File: config.mk
export PLATFORM = sky130hd
export DESIGN_NAME = controle_rodada_flat
export DESIGN_NICKNAME = d
export VERILOG_FILES = /design/src/rtl/controle_rodada_pkg.sv /design/src/rtl/controle_rodada_if.sv /design/src/rtl/controle_rodada_temporizador.sv /design/src/rtl/controle_rodada.sv /design/src/flat_wrapper.sv
export SDC_FILE = /design/constraint.sdc
export NUM_CORES = 1
export LEC_CHECK = 0
export ABC_AREA = 1
export ABC_CLOCK_PERIOD_IN_PS = 3300
export CORE_MARGIN = 3
export CORE_UTILIZATION = 55
export DETAILED_ROUTE_END_ITERATION = 8
export GPL_ROUTABILITY_DRIVEN = 0
export PLACE_DENSITY = 0.92
export SYNTH_ARGS = -nofsm -noshare
export SYNTH_HDL_FRONTEND = slang
export SYNTH_SLANG_ARGS = --single-unit
File: constraint.sdc
create_clock -name clock -period 3.3 [get_ports clock]
set_clock_uncertainty 0.1 [all_clocks]
set_input_delay 0.825 -clock clock [delete_from_list [all_inputs] [get_ports clock]]
set_output_delay 0.825 -clock clock [all_outputs]
set_load 0.005 [all_outputs]
File: src/rtl/controle_rodada_pkg.sv
// Shared game definitions: 4-bit state codes exposed on the debug port.
package controle_rodada_pkg;

  typedef enum logic [3:0] {
    StInicial   = 4'd0,
    StPrepara   = 4'd1,
    StMostra    = 4'd2,
    StFimMostra = 4'd3,
    StEspera    = 4'd4,
    StFimRodada = 4'd5,
    StVitoria   = 4'd6,
    StErro      = 4'd7,
    StEsgotou   = 4'd8
  } estado_e;

endpackage

File: src/rtl/controle_rodada_if.sv
// Signals between the game FSM/buttons, the move counter datapath and controle_rodada.
interface controle_rodada_if #(
  parameter int unsigned N = 6
) ();
  logic         iniciar;
  logic         jogada_valida;
  logic         jogada_igual;
  logic [N-1:0] jog_q;
  logic         jog_fim;
  logic         zera_jog;
  logic         conta_jog;
  logic         mostra;
  logic [N-1:0] rodada;
  logic         pronto;
  logic         acertou;
  logic         errou;
  logic         timeout;
  logic [3:0]   estado;

  modport master (
    output iniciar, jogada_valida, jogada_igual, jog_q, jog_fim,
    input  zera_jog, conta_jog, mostra, rodada, pronto, acertou, errou, timeout, estado
  );

  modport slave (
    input  iniciar, jogada_valida, jogada_igual, jog_q, jog_fim,
    output zera_jog, conta_jog, mostra, rodada, pronto, acertou, errou, timeout, estado
  );
endinterface

File: src/rtl/controle_rodada_temporizador.sv
// Saturating up-counter with synchronous clear (clear wins over enable).
module controle_rodada_temporizador #(
  parameter int unsigned TW = 13
) (
  input  logic          clock,
  input  logic          rst_n,
  input  logic          clr,
  input  logic          en,
  output logic [TW-1:0] valor
);

  logic [TW-1:0] valor_q;

  always_ff @(posedge clock or negedge rst_n) begin
    if (!rst_n) begin
      valor_q <= '0;
    end else if (clr) begin
      valor_q <= '0;
    end else if (en && (valor_q != '1)) begin
      valor_q <= valor_q + 1'b1;
    end
  end

  assign valor = valor_q;

endmodule

File: src/rtl/controle_rodada.sv
// Round sequencer: shows moves 0..rodada, then checks the player's moves with a timeout.
module controle_rodada
  import controle_rodada_pkg::*;
#(
  parameter int unsigned M        = 32,
  parameter int unsigned N        = 6,
  parameter int unsigned T_MOSTRA = 500,
  parameter int unsigned T_LIMITE = 5000,
  parameter int unsigned TW       = 13
) (
  input logic            clock,
  input logic            rst_n,
  controle_rodada_if.slave bus
);

  localparam logic [TW-1:0] AlvoMostra = TW'(T_MOSTRA - 1);
  localparam logic [TW-1:0] AlvoLimite = TW'(T_LIMITE - 1);
  localparam logic [N-1:0]  RodadaMax  = N'(M);

  estado_e       estado_q, estado_d;
  logic [N-1:0]  rodada_q, rodada_d;
  logic [TW-1:0] tempo;
  logic          tmr_clr, tmr_en, expira, ultimo, conta;
  logic          unused_jog_fim;

  assign unused_jog_fim = bus.jog_fim;

  controle_rodada_temporizador #(
    .TW(TW)
  ) u_temporizador (
    .clock(clock),
    .rst_n(rst_n),
    .clr  (tmr_clr),
    .en   (tmr_en),
    .valor(tempo)
  );

  // One timer serves both the display dwell and the player timeout.
  assign expira = (tempo == ((estado_q == StMostra) ? AlvoMostra : AlvoLimite));
  assign ultimo = (bus.jog_q == rodada_q);

  always_ff @(posedge clock or negedge rst_n) begin
    if (!rst_n) begin
      estado_q <= StInicial;
      rodada_q <= '0;
    end else begin
      estado_q <= estado_d;
      rodada_q <= rodada_d;
    end
  end

  always_comb begin
    estado_d = estado_q;
    rodada_d = rodada_q;
    tmr_clr  = 1'b0;
    tmr_en   = 1'b0;
    conta    = 1'b0;
    unique case (estado_q)
      StInicial: begin
        if (bus.iniciar) estado_d = StPrepara;
      end
      StPrepara: begin
        rodada_d = '0;
        tmr_clr  = 1'b1;
        estado_d = StMostra;
      end
      StMostra: begin
        tmr_en = 1'b1;
        if (expira) begin
          if (ultimo) begin
            estado_d = StFimMostra;
          end else begin
            conta   = 1'b1;
            tmr_clr = 1'b1;
          end
        end
      end
      StFimMostra: begin
        tmr_clr  = 1'b1;
        estado_d = StEspera;
      end
      StEspera: begin
        tmr_en = 1'b1;
        // A move on the expiry cycle takes priority over the timeout.
        if (bus.jogada_valida) begin
          if (!bus.jogada_igual) begin
            estado_d = StErro;
          end else if (ultimo) begin
            estado_d = StFimRodada;
          end else begin
            conta   = 1'b1;
            tmr_clr = 1'b1;
          end
        end else if (expira) begin
          estado_d = StEsgotou;
        end
      end
      StFimRodada: begin
        if (rodada_q == RodadaMax) begin
          estado_d = StVitoria;
        end else begin
          rodada_d = rodada_q + 1'b1;
          tmr_clr  = 1'b1;
          estado_d = StMostra;
        end
      end
      StVitoria, StErro, StEsgotou: begin
        if (bus.iniciar) estado_d = StPrepara;
      end
      default: estado_d = StInicial;
    endcase
  end

  // Clear drives the counter's async reset, so it depends on registers only.
  assign bus.zera_jog  = (estado_q == StPrepara) || (estado_q == StFimMostra) ||
                         ((estado_q == StFimRodada) && (rodada_q != RodadaMax));
  assign bus.conta_jog = conta;
  assign bus.mostra    = (estado_q == StMostra);
  assign bus.rodada    = rodada_q;
  assign bus.acertou   = (estado_q == StVitoria);
  assign bus.errou     = (estado_q == StErro);
  assign bus.timeout   = (estado_q == StEsgotou);
  assign bus.pronto    = bus.acertou || bus.errou || bus.timeout;
  assign bus.estado    = estado_q;

endmodule

File: src/flat_wrapper.sv
// flat-port wrapper written by rule: the top's interface ports become plain ports
module controle_rodada_flat import controle_rodada_pkg::*;
#(
  parameter int unsigned M        = 32,
  parameter int unsigned N        = 6,
  parameter int unsigned T_MOSTRA = 500,
  parameter int unsigned T_LIMITE = 5000,
  parameter int unsigned TW       = 13
)
  (clock, rst_n, bus_iniciar, bus_jogada_valida, bus_jogada_igual, bus_jog_q, bus_jog_fim, bus_zera_jog, bus_conta_jog, bus_mostra, bus_rodada, bus_pronto, bus_acertou, bus_errou, bus_timeout, bus_estado);
  controle_rodada_if #(.N(N)) bus_i ();
  input logic clock;
  input logic rst_n;
  input wire logic [$bits(bus_i.iniciar)-1:0] bus_iniciar;
  input wire logic [$bits(bus_i.jogada_valida)-1:0] bus_jogada_valida;
  input wire logic [$bits(bus_i.jogada_igual)-1:0] bus_jogada_igual;
  input wire logic [$bits(bus_i.jog_q)-1:0] bus_jog_q;
  input wire logic [$bits(bus_i.jog_fim)-1:0] bus_jog_fim;
  output wire logic [$bits(bus_i.zera_jog)-1:0] bus_zera_jog;
  output wire logic [$bits(bus_i.conta_jog)-1:0] bus_conta_jog;
  output wire logic [$bits(bus_i.mostra)-1:0] bus_mostra;
  output wire logic [$bits(bus_i.rodada)-1:0] bus_rodada;
  output wire logic [$bits(bus_i.pronto)-1:0] bus_pronto;
  output wire logic [$bits(bus_i.acertou)-1:0] bus_acertou;
  output wire logic [$bits(bus_i.errou)-1:0] bus_errou;
  output wire logic [$bits(bus_i.timeout)-1:0] bus_timeout;
  output wire logic [$bits(bus_i.estado)-1:0] bus_estado;
  assign bus_i.iniciar = bus_iniciar;
  assign bus_i.jogada_valida = bus_jogada_valida;
  assign bus_i.jogada_igual = bus_jogada_igual;
  assign bus_i.jog_q = bus_jog_q;
  assign bus_i.jog_fim = bus_jog_fim;
  assign bus_zera_jog = bus_i.zera_jog;
  assign bus_conta_jog = bus_i.conta_jog;
  assign bus_mostra = bus_i.mostra;
  assign bus_rodada = bus_i.rodada;
  assign bus_pronto = bus_i.pronto;
  assign bus_acertou = bus_i.acertou;
  assign bus_errou = bus_i.errou;
  assign bus_timeout = bus_i.timeout;
  assign bus_estado = bus_i.estado;
  controle_rodada #(.M(M), .N(N), .T_MOSTRA(T_MOSTRA), .T_LIMITE(T_LIMITE), .TW(TW)) u_core (.clock(clock), .rst_n(rst_n), .bus(bus_i));
endmodule
==> results.md <==
- Design Power: approximately 1200 uW
- Share of the synthesized area in the top cell type: 33.4%
- DP HPWL: between 3 and 4 mm
- P_leak: between 0.001 and 0.0015 uW
- Grt total ovfl: 0
- Required @ worst endpoint: roughly 2.4 ns
- Yosys cell types: 27
- Root buf cell: clkbuf_4
- H-Tree Depth: 1
- Peak supply drop: between 400 and 500 uV
- Final Max Slew Viols: 0
- Layout cells sized above 1: about a fifth
- Global-route wire length before repair: between 6 and 7 mm
- WL/cell: ~12 um
- Post-synthesis instance total: approximately 250
- Iteration-0 DRC Markers: ~150
- Clk Latency, worst-skew pair: around 0.32 ns
- FP Rows: 19
- Most common cell in the netlist: nand2_1
- CTS tree: yes
- Maximum operating frequency: between 300 and 400 MHz
- Crit Path Max Fanout: 2
- CP Class: in -> out
- Hold crit path type: reg -> reg
- All-Layer GR Usage: approximately a quarter
- Initial antenna violation count: 0
- WP buf/inv: 4
- Commonest cells post-synth: 74 x nand2_1, 32 x inv_1, 24 x nand3_1, 23 x dfrtp_1, 18 x nor2_1
- Largest net degree at the start of global routing: 24
- CP Capture Type: output pin
- Relative slew slack: around 74%
- Worst path top cell family by delay: buffers and inverters
- DRT antenna net count: 0
- Die ar.: about 0.0038 mm^2
- Bufs on Longest Clock Path: 2
- Starting Density: about three fifths
- # diodes: 0
- Synth Flop Type: dfrtp_1
- WL final: around 4 mm
- Die Y: 62.0 um
- Die Width: just over 60 um
- Hold WS: approximately 0.48 ns
- RSZ-0062 raised after global routing: false
- CTS Hold Bufs: 0
- Power per Cell Area: 560 mW/mm^2
- Mapped Nets: roughly 270
- Cell Area, Synth: approximately 0.0017 mm^2
- Cell mode on critical path: nand2_1
- Ys Warns: 0
- Largest area contributor in the netlist: dfrtp_1
- Number of synthesized flops with an enable pin: 0
- #FFs+latches synth: 23
- Post-layout net count: 305
- Final TNS setup: 0 ns
- CTS clk-pin slew, worst paths: approximately 0.14 ns
- Status: completed
- Max Cap Viol: 0
- Vias per std cell: between 5 and 6
- Slew of the pin with the lowest slew margin: ~0.39 ns
- Final Hold Vio Count: 0
- CTS Sinks: 23
- Vias in the first global route: approximately 1600
- Minimum clock period: 3.15 ns
- Synth Area per Inst: 6.79 um^2
- Sequential area share after synthesis: about a third
- Crit start category: primary input
- Final setup viols: 0
- Area grow syn2layout: 21.7%
- Port Buffers: 27
- DRC: 0
- Synth async-reset ratio: 100%
- Core area: ~0.0029 mm^2
- Crit path arrival time: about 2.2 ns
- Slowest CP cell: clkdlybuf4s50_1
- IO Pins: 29
- Finished Cell Area: ~0.0021 mm^2
- Placed Area: roughly 0.0021 mm^2
- Num CTS Buffers: 3
- Leading post-synthesis cells by cell area: dfrtp_1 33%, nand2_1 16%, nand3_1 7.0%, inv_1 7.0%, nor2_2 5.1%
- Final setup margin: approximately 0.15 ns
- Delay of the slowest cell on the worst path: 0.48 ns
- Period Utilization, post-route: around 96%
- Worst slack, placed: -0.0363 ns
- Pre-Repair DR Iteration Count: 5
- Critical path, cell by cell: clkdlybuf4s50_1, inv_1, nand2_1, nand2_1, nor2_1, nand3_2, buf_4, nand2_2, nand2_1, dlygate4sd2_1
- Total number of vias: between 1500 and 2000
-- report_power, final --
group	internal, uW	switching [uW]
Clock	45.5	93.7
Combinational	247	397
Sequential	321	70.2
Total	614	561
-- flip-flops by register name (all words and copies together), names as in the netlist --
| name | count |
|---|---|
| u_core.bus.estado | 4 |
| u_core.bus.rodada | 6 |
| u_core.u_temporizador.valor | 13 |
-- path summary, 6_finish.rpt --
kind,startpoint,endpoint,slack [ns],cells after the start
min reg2reg,u_core.u_temporizador.valor[4]$_DFFE_PN0P_,u_core.u_temporizador.valor[4]$_DFFE_PN0P_,0.48,3
min,u_core.u_temporizador.valor[4]$_DFFE_PN0P_,u_core.u_temporizador.valor[4]$_DFFE_PN0P_,0.48,3
max,bus_jog_q[0],bus_conta_jog,0.15,10
max reg2reg,u_core.bus.rodada[0]$_DFFE_PN0P_,u_core.u_temporizador.valor[0]$_DFFE_PN0P_,1.30,10
min in group asynchronous,rst_n,u_core.u_temporizador.valor[8]$_DFFE_PN0P_,0.73,2
max in group asynchronous,rst_n,u_core.u_temporizador.valor[1]$_DFFE_PN0P_,2.14,2
-- area by class of cell --
cell class / count / area, um^2
inverters: 44 / 165
clock inverters: 1 / 5.00
fillers: 222 / 777
repair buffers: 33 / 314
multi-input cells: 185 / 965
flip-flops and latches: 23 / 576
clock buffers: 3 / 22.5
well taps: 42 / 52.6
-- metal layers --
layer	up-vias	track usage (%)	wire [um]	share of wire (%)
li1	868	-	-	-
met1	786	27.9	1690	43
met2	49	41.1	2010	51
met3	14	5.37	170	4.3
met4	0	8.18	91	2.3
met5	-	0	0	0
-- worst reg2reg max path, cell delays in order (launching register included) --
cell and delay, ns:
dfrtp_1 0.52, inv_2 0.09, nand2_1 0.06, nand2_1 0.05, nor2_1 0.12, nand3_2 0.12, buf_4 0.16, nand2_2 0.05
buf_4 0.12, nand3_2 0.32, nor2_2 0.21
-- placed cells by master, fill, tap and decap left out, drive strengths merged --
master,n
ha,3
clkbuf,3
dlygate4sd2,1
nand4,5
clkinv,2
nand2,84
nor3,6
nor2,35
o21bai,1
a21oi,5
inv,43
nand3,31
and3,1
a31oi,1
buf,6
o22ai,2
o211ai,1
dfrtp,23
xor2,4
o21ai,6
clkdlybuf4s50,26
-- cell families after synthesis --
kind of cell	after synthesis	share of synthesized area, %
AO/OA/AOI/OAI	16	5.37
flip-flops	23	33.4
adder cells (fa/ha/maj)	3	2.18
buffers and inverters	46	10.9
XOR/XNOR	4	2.03
AND/OR/NAND/NOR	162	46.2
-- metrics by stage --
step | cells | utilization, %
finish | 331 | 73.0
global route | 331 | 73.0
CTS | 330 | 72.7
detailed placement | 325 | 71.5
global placement | 325 | 71.5
floorplan | 254 | -
-- timing repair --
action / CTS / global route
hold endpoints to repair: 0 / 0
pin swaps: 2 / 2
setup endpoints to repair: 1 / 1
setup buffers: 1 / 1
gates resized for setup: 2 / 0
Power figures use the tool's default switching activity.
